$ cat src/rtl/cc_mem_rd_responder.sv
// Memory-side AXI read slave for the cache-controller miss path: queued AR requests, WRAP/INCR/FIXED
// beats after a fixed latency, data derived from beat address. Define MEM_RD_STALL_EN for LFSR-driven rvalid gaps.
module cc_mem_rd_responder #(
   parameter int          AR_FIFO_DEPTH = 4,
   parameter int          RD_LATENCY    = 4,
   parameter logic [31:0] DATA_SEED     = 32'hA5A5_0000
) (
   input  logic        clk,
   input  logic        rst_n,
   input  logic [3:0]  arid_i,
   input  logic [31:0] araddr_i,
   input  logic [3:0]  arlen_i,
   input  logic [2:0]  arsize_i,
   input  logic [1:0]  arburst_i,
   input  logic        arvalid_i,
   output logic        arready_o,
   output logic [3:0]  rid_o,
   output logic [63:0] rdata_o,
   output logic [1:0]  rresp_o,
   output logic        rlast_o,
   output logic        rvalid_o,
   input  logic        rready_i
);

   // state  | meaning
   // IDLE   | no burst in service; pops the FIFO head when one is queued
   // WAIT   | latency countdown before the first beat
   // BURST  | presenting beats until the rlast handshake
   typedef enum logic [1:0] {ST_IDLE, ST_WAIT, ST_BURST} state_t;

   localparam int             LP_PW       = (AR_FIFO_DEPTH > 1) ? $clog2(AR_FIFO_DEPTH) : 1;
   localparam int             LP_EW       = 45;
   localparam logic [LP_PW:0] LP_FULL     = (LP_PW + 1)'(AR_FIFO_DEPTH);
   localparam logic [7:0]     LP_LAT_LOAD = (RD_LATENCY > 0) ? 8'(RD_LATENCY - 1) : 8'd0;

   logic [LP_EW-1:0] r_fifo [AR_FIFO_DEPTH];
   logic [LP_PW-1:0] r_wr_ptr;
   logic [LP_PW-1:0] r_rd_ptr;
   logic [LP_PW:0]   r_count;
   logic [LP_PW:0]   w_count_nxt;
   logic             r_arready;
   logic             w_push;
   logic             w_pop;
   logic [LP_EW-1:0] w_head;

   state_t      r_state;
   state_t      w_state_nxt;
   logic [3:0]  r_id;
   logic [31:0] r_addr;
   logic [3:0]  r_len;
   logic [1:0]  r_burst;
   logic [1:0]  r_resp;
   logic [7:0]  r_lat;
   logic [3:0]  r_beat;

   logic        w_rvalid;
   logic        w_hs;
   logic        w_last;
   logic        w_err;
   logic [31:0] w_base;
   logic [31:0] w_beat_addr;
   logic        w_unused_addr_lsb;

   assign w_push      = arvalid_i & r_arready;
   assign w_count_nxt = r_count + (LP_PW + 1)'(w_push) - (LP_PW + 1)'(w_pop);
   assign w_head      = r_fifo[r_rd_ptr];

   always_ff @(posedge clk) begin
      if (w_push) begin
         r_fifo[r_wr_ptr] <= {arid_i, araddr_i, arlen_i, arsize_i, arburst_i};
      end
   end

   always_ff @(posedge clk or negedge rst_n) begin
      if (!rst_n) begin
         r_wr_ptr  <= '0;
         r_rd_ptr  <= '0;
         r_count   <= '0;
         r_arready <= 1'b0;
      end else begin
         if (w_push) r_wr_ptr <= r_wr_ptr + LP_PW'(1);
         if (w_pop)  r_rd_ptr <= r_rd_ptr + LP_PW'(1);
         r_count   <= w_count_nxt;
         r_arready <= (w_count_nxt != LP_FULL);
      end
   end

   always_ff @(posedge clk or negedge rst_n) begin
      if (!rst_n) r_state <= ST_IDLE;
      else        r_state <= w_state_nxt;
   end

   always_comb begin
      w_state_nxt = r_state;
      w_pop       = 1'b0;
      case (r_state)
         ST_IDLE: begin
            if (r_count != '0) begin
               w_pop       = 1'b1;
               w_state_nxt = (RD_LATENCY == 0) ? ST_BURST : ST_WAIT;
            end
         end
         ST_WAIT: begin
            if (r_lat == 8'd0) w_state_nxt = ST_BURST;
         end
         ST_BURST: begin
            if (w_hs && w_last) w_state_nxt = ST_IDLE;
         end
         default: w_state_nxt = ST_IDLE;
      endcase
   end

   // Only full-width INCR and full-line WRAP are legal line fills.
   assign w_err = !((w_head[4:2] == 3'b011) &&
                    ((w_head[1:0] == 2'b01) || ((w_head[1:0] == 2'b10) && (w_head[8:5] == 4'd7))));

   always_ff @(posedge clk or negedge rst_n) begin
      if (!rst_n) begin
         r_id    <= '0;
         r_addr  <= '0;
         r_len   <= '0;
         r_burst <= '0;
         r_resp  <= '0;
         r_lat   <= '0;
         r_beat  <= '0;
      end else if (w_pop) begin
         r_id    <= w_head[44:41];
         r_addr  <= w_head[40:9];
         r_len   <= w_head[8:5];
         r_burst <= w_head[1:0];
         r_resp  <= w_err ? 2'b10 : 2'b00;
         r_lat   <= LP_LAT_LOAD;
         r_beat  <= '0;
      end else begin
         if ((r_state == ST_WAIT) && (r_lat != 8'd0)) r_lat <= r_lat - 8'd1;
         if (w_hs) r_beat <= r_beat + 4'd1;
      end
   end

`ifdef MEM_RD_STALL_EN
   logic [7:0] r_lfsr;
   logic       r_held;

   always_ff @(posedge clk or negedge rst_n) begin
      if (!rst_n) begin
         r_lfsr <= 8'hA1;
         r_held <= 1'b0;
      end else begin
         r_lfsr <= {r_lfsr[6:0], r_lfsr[7] ^ r_lfsr[5] ^ r_lfsr[4] ^ r_lfsr[3]};
         r_held <= w_rvalid & ~rready_i;
      end
   end

   // A beat already on the bus stays up until taken, whatever the LFSR says.
   assign w_rvalid = (r_state == ST_BURST) & (r_held | ~r_lfsr[0]);
`else
   assign w_rvalid = (r_state == ST_BURST);
`endif

   assign w_hs   = w_rvalid & rready_i;
   assign w_last = (r_beat == r_len);
   assign w_base = {r_addr[31:3], 3'b000};

   always_comb begin
      w_beat_addr = w_base;
      case (r_burst)
         2'b10:   w_beat_addr = {r_addr[31:6], r_addr[5:3] + r_beat[2:0], 3'b000};
         2'b01:   w_beat_addr = w_base + {25'd0, r_beat, 3'b000};
         default: w_beat_addr = w_base;
      endcase
   end

   assign w_unused_addr_lsb = ^r_addr[2:0];

   assign arready_o = r_arready;
   assign rvalid_o  = w_rvalid;
   assign rlast_o   = w_rvalid & w_last;
   assign rid_o     = r_id;
   assign rresp_o   = r_resp;
   assign rdata_o   = w_rvalid ? {w_beat_addr, w_beat_addr ^ DATA_SEED} : 64'd0;

endmodule

$ cat config.mk
export PLATFORM = sky130hd
export DESIGN_NAME = cc_mem_rd_responder
export DESIGN_NICKNAME = d
export VERILOG_FILES = /design/src/rtl/cc_mem_rd_responder.sv
export SDC_FILE = /design/constraint.sdc
export NUM_CORES = 1
export LEC_CHECK = 0
export ABC_CLOCK_PERIOD_IN_PS = 2450
export BUFFER_PORTS_ARGS = -buffer_cell sky130_fd_sc_hd__clkbuf_2
export CAP_MARGIN = 30
export CORE_MARGIN = 2
export CORE_UTILIZATION = 53
export DETAILED_ROUTE_END_ITERATION = 10
export HOLD_SLACK_MARGIN = 0.08
export PLACE_DENSITY_LB_ADDON = 0.2
export SYNTH_ARGS = -nofsm -noshare
export SYNTH_HDL_FRONTEND = slang
export SYNTH_SLANG_ARGS = --single-unit
$ cat constraint.sdc
create_clock -name clk -period 2.45 [get_ports clk]
set_clock_uncertainty 0.2 [all_clocks]
set_input_delay 0.245 -clock clk [delete_from_list [all_inputs] [get_ports clk]]
set_output_delay 0.245 -clock clk [all_outputs]
set_load 0.01 [all_outputs]
==> results.json <==
{
  "viasPerCell": 5.69,
  "nFillCells": 1243,
  "crit_end": "rdata_o[21]",
  "ant_nets": 0,
  "maxSlewHeadroom_pct": 56.2,
  "tns_ns": -29.16,
  "fin_nets": 1011,
  "placed_area_um2": 11500,
  "antenna_found_initial": 0,
  "start_kind": "register",
  "synth_edf_count": 168,
  "hold_slack_ns": 0.0615,
  "cts_tree": "built",
  "status": "finished, violations left",
  "avgSynthCellArea_um2": 13.7,
  "required_ns": 2.01,
  "yosysSeqAreaShare_pct": 64.3,
  "p_leak_nw": 5.34,
  "grt_pass1_vias": 7089,
  "cts_root_buf": "clkbuf_16",
  "die-width_um": 143,
  "vias": 6960,
  "antenna_cells": 0,
  "synth_fa_ha_area_share_pct": 2.22,
  "grt_max_degree": 63,
  "yosys.area_share.simple_pct": 11.5,
  "synthArstFlopShare_pct": 27.0,
  "dieArea_um2": 20500,
  "firstDrtPassIters": 5,
  "synth_area_leaders": "edfxtp_1 (49%), dfrtp_1 (15%), mux4_2 (8.6%), nand2_1 (5.3%), buf_4 (2.3%)",
  "synth_xor_area_share_pct": 1.54,
  "final_area_um2": 13300,
  "ys_ff_latch": 230,
  "final_cells": 1223,
  "place.gp.congestion": 0.887,
  "synth_cells": 748,
  "ctsLongestPathBuffers": 3,
  "die_h_um": 143,
  "yosys.area.top_type": "edfxtp_1",
  "crit_arrival_ns": 2.71,
  "cts_buffers": 24,
  "finalSetupViolCount": 56,
  "route.detailed.drc": 0,
  "clkSlewWorstSetupHoldPaths_ns": 0.06,
  "layout_min_cycle_time_ns": 3.16,
  "r2r_end": "arready_o",
  "core_um2": 18800,
  "layout_commonest_cell": "edfxtp_1",
  "rsz0062_at_grt": "true",
  "wl_um": 25000,
  "grt_pass1_wl_um": 38600,
  "drt_iter0_drc": 505,
  "violations": "setup timing",
  "final_util_pct": 70.8,
  "crit_start": "r_beat[0]",
  "cts_sinks": 230,
  "h-tree-depth": 1,
  "worstSetupPathType": "register to output pin",
  "power_density_nw_per_um2": 1150,
  "synth_compound_area_share_pct": 6.68,
  "timing.final.max_slew_violations": 0,
  "final_cell_mix": "edfxtp_1 (168), nand2_1 (140), clkbuf_2 (64)",
  "yosysTopAreaCellShare_pct": 49.2,
  "place_hpwl_um": 15100,
  "critPathCaptureType": "output pin",
  "reg2regPathDepth": 9,
  "track_usage_pct": 24.7,
  "synth_top_family_by_area": "simple AND/OR/NAND/NOR gates",
  "hold_path.class": "primary input to async pin",
  "yosysWarnings": 0,
  "layout-drive-gt1-share_pct": 38.1,
  "fmax_mhz": 317,
  "area_growth_pct": 30.0,
  "setup_ws_ns": -0.708,
  "reg2reg_slack_ns": 0.13,
  "synth_area_um2": 10300,
  "synthMuxAreaShare_pct": 9.02,
  "num_rows": 50,
  "io_buffers": 111,
  "synth_cell_types": 67,
  "wl_per_cell_um": 20.4,
  "r2r-start": "r_count[1]",
  "synth_ff_type": "edfxtp_1",
  "hold_viol": 0,
  "clock_latency_ns": 0.53,
  "placed_cells": 1119,
  "cap_violations": 0,
  "finalCritPeriodShare_pct": 129,
  "cp_max_fo": 3,
  "grt.overflow.total": 0,
  "tightest_slew_ns": 0.657,
  "start_util_pct": 54.5,
  "design.portCount": 122,
  "max-vdd-ir-drop_mv": 0.706
}
## cells in the mapped netlist, drive strengths merged (4+ instances only)
library cell and n:
nor3 10, buf 50, o311ai 4, or3 5, o211ai 4, xnor2 11, clkbuf 18, o21ai 29
nand2 147, nor4 4, a21o 4, nand2b 5, inv 16, xor2 7, nand4 9, dfrtp 62
mux4 39, o41ai 4, and2 7, and4 4, nand3 15, ha 15, nor2 22, a41oi 6
a31oi 16, edfxtp 168, and3 12, a21oi 21
## cells by family (layout without fill, tap and decap cells)
family / Yosys count / after routing
fa+ha+maj: 17 / 17
compound gates: 104 / 104
flops: 230 / 230
buf+inv: 84 / 293
mux: 43 / 43
other cells: 1 / 7
xor+xnor: 18 / 18
simple gates: 251 / 251
## sequential cells by signal, summed over array words and instances, names as in the netlist
register / count
r_burst: 2
r_fifo: 168
r_lat: 8
rresp_o: 1
r_count: 3
r_beat: 4
r_wr_ptr: 2
r_len: 4
r_rd_ptr: 2
rid_o: 4
r_addr: 29
arready_o: 1
r_state: 2
## through the flow
step           setup WS [ns]  power (mW)
2_1_floorplan         -0.146        9.26
3_3_place_gp          -0.168        10.9
5_1_grt               -0.764        16.1
4_1_cts               -0.718        15.1
6_report              -0.708        15.3
3_5_place_dp          -0.168        11.1
## what timing repair did
action / 4_1_cts / 5_1_grt
setup endpoints to repair: 58 / 59
gates resized for setup: 79 / 77
pin swaps: 38 / 25
buffers inserted: 11 / 5
hold buffers: 45 / 0
endpoints found under the hold margin: 237 / 0
## per-layer routing
| metal | wire length, um | GRT usage (%) | up-vias |
|---|---|---|---|
| li1 | - | - | 3165 |
| met1 | 10700 | 34.2 | 3457 |
| met4 | 941 | 9.22 | 0 |
| met5 | 0 | 0 | - |
| met2 | 11800 | 39.8 | 277 |
| met3 | 1450 | 3.86 | 61 |
## critical path: stages, from the launching register on
cell and delay [ns]:
dfrtp_1 0.38, ha_2 0.20, fa_2 0.34, a21o_1 0.18, a21o_4 0.22, and3_4 0.17, mux2_4 0.29, a221oi_2 0.22
buf_2 0.17
## worst min-delay path by stage
stage / startpoint / endpoint / depth (start not counted)
final: rst_n / r_lat[4] / 3
after floorplan: rst_n / arready_o / 0
after detailed placement: rst_n / r_lat[4] / 2
after global placement: rst_n / r_lat[5] / 2
after global routing: rst_n / rid_o[2] / 3
after CTS: rst_n / r_lat[4] / 3
## cell type report
type                    instances  area (um^2)  share of cell area [%]
clock buffers                  35          662                    4.96
repair buffers                233         1750                    13.2
multi-input cells             440         3820                    28.6
flip-flops and latches        230         6600                    49.5
well taps                     260          325                    2.44
clock inverters                 9          120                   0.901
inverters                      16         60.1                   0.450
## report_power, final
group	total [mW]	switching [mW]	leakage, nW	internal, mW
logic	5.89	3.34	2.66	2.55
clock network	3.58	1.49	0.377	2.10
registers	5.80	0.550	2.30	5.25
total	15.3	5.38	5.34	9.90
Power figures use the tool's default switching activity.
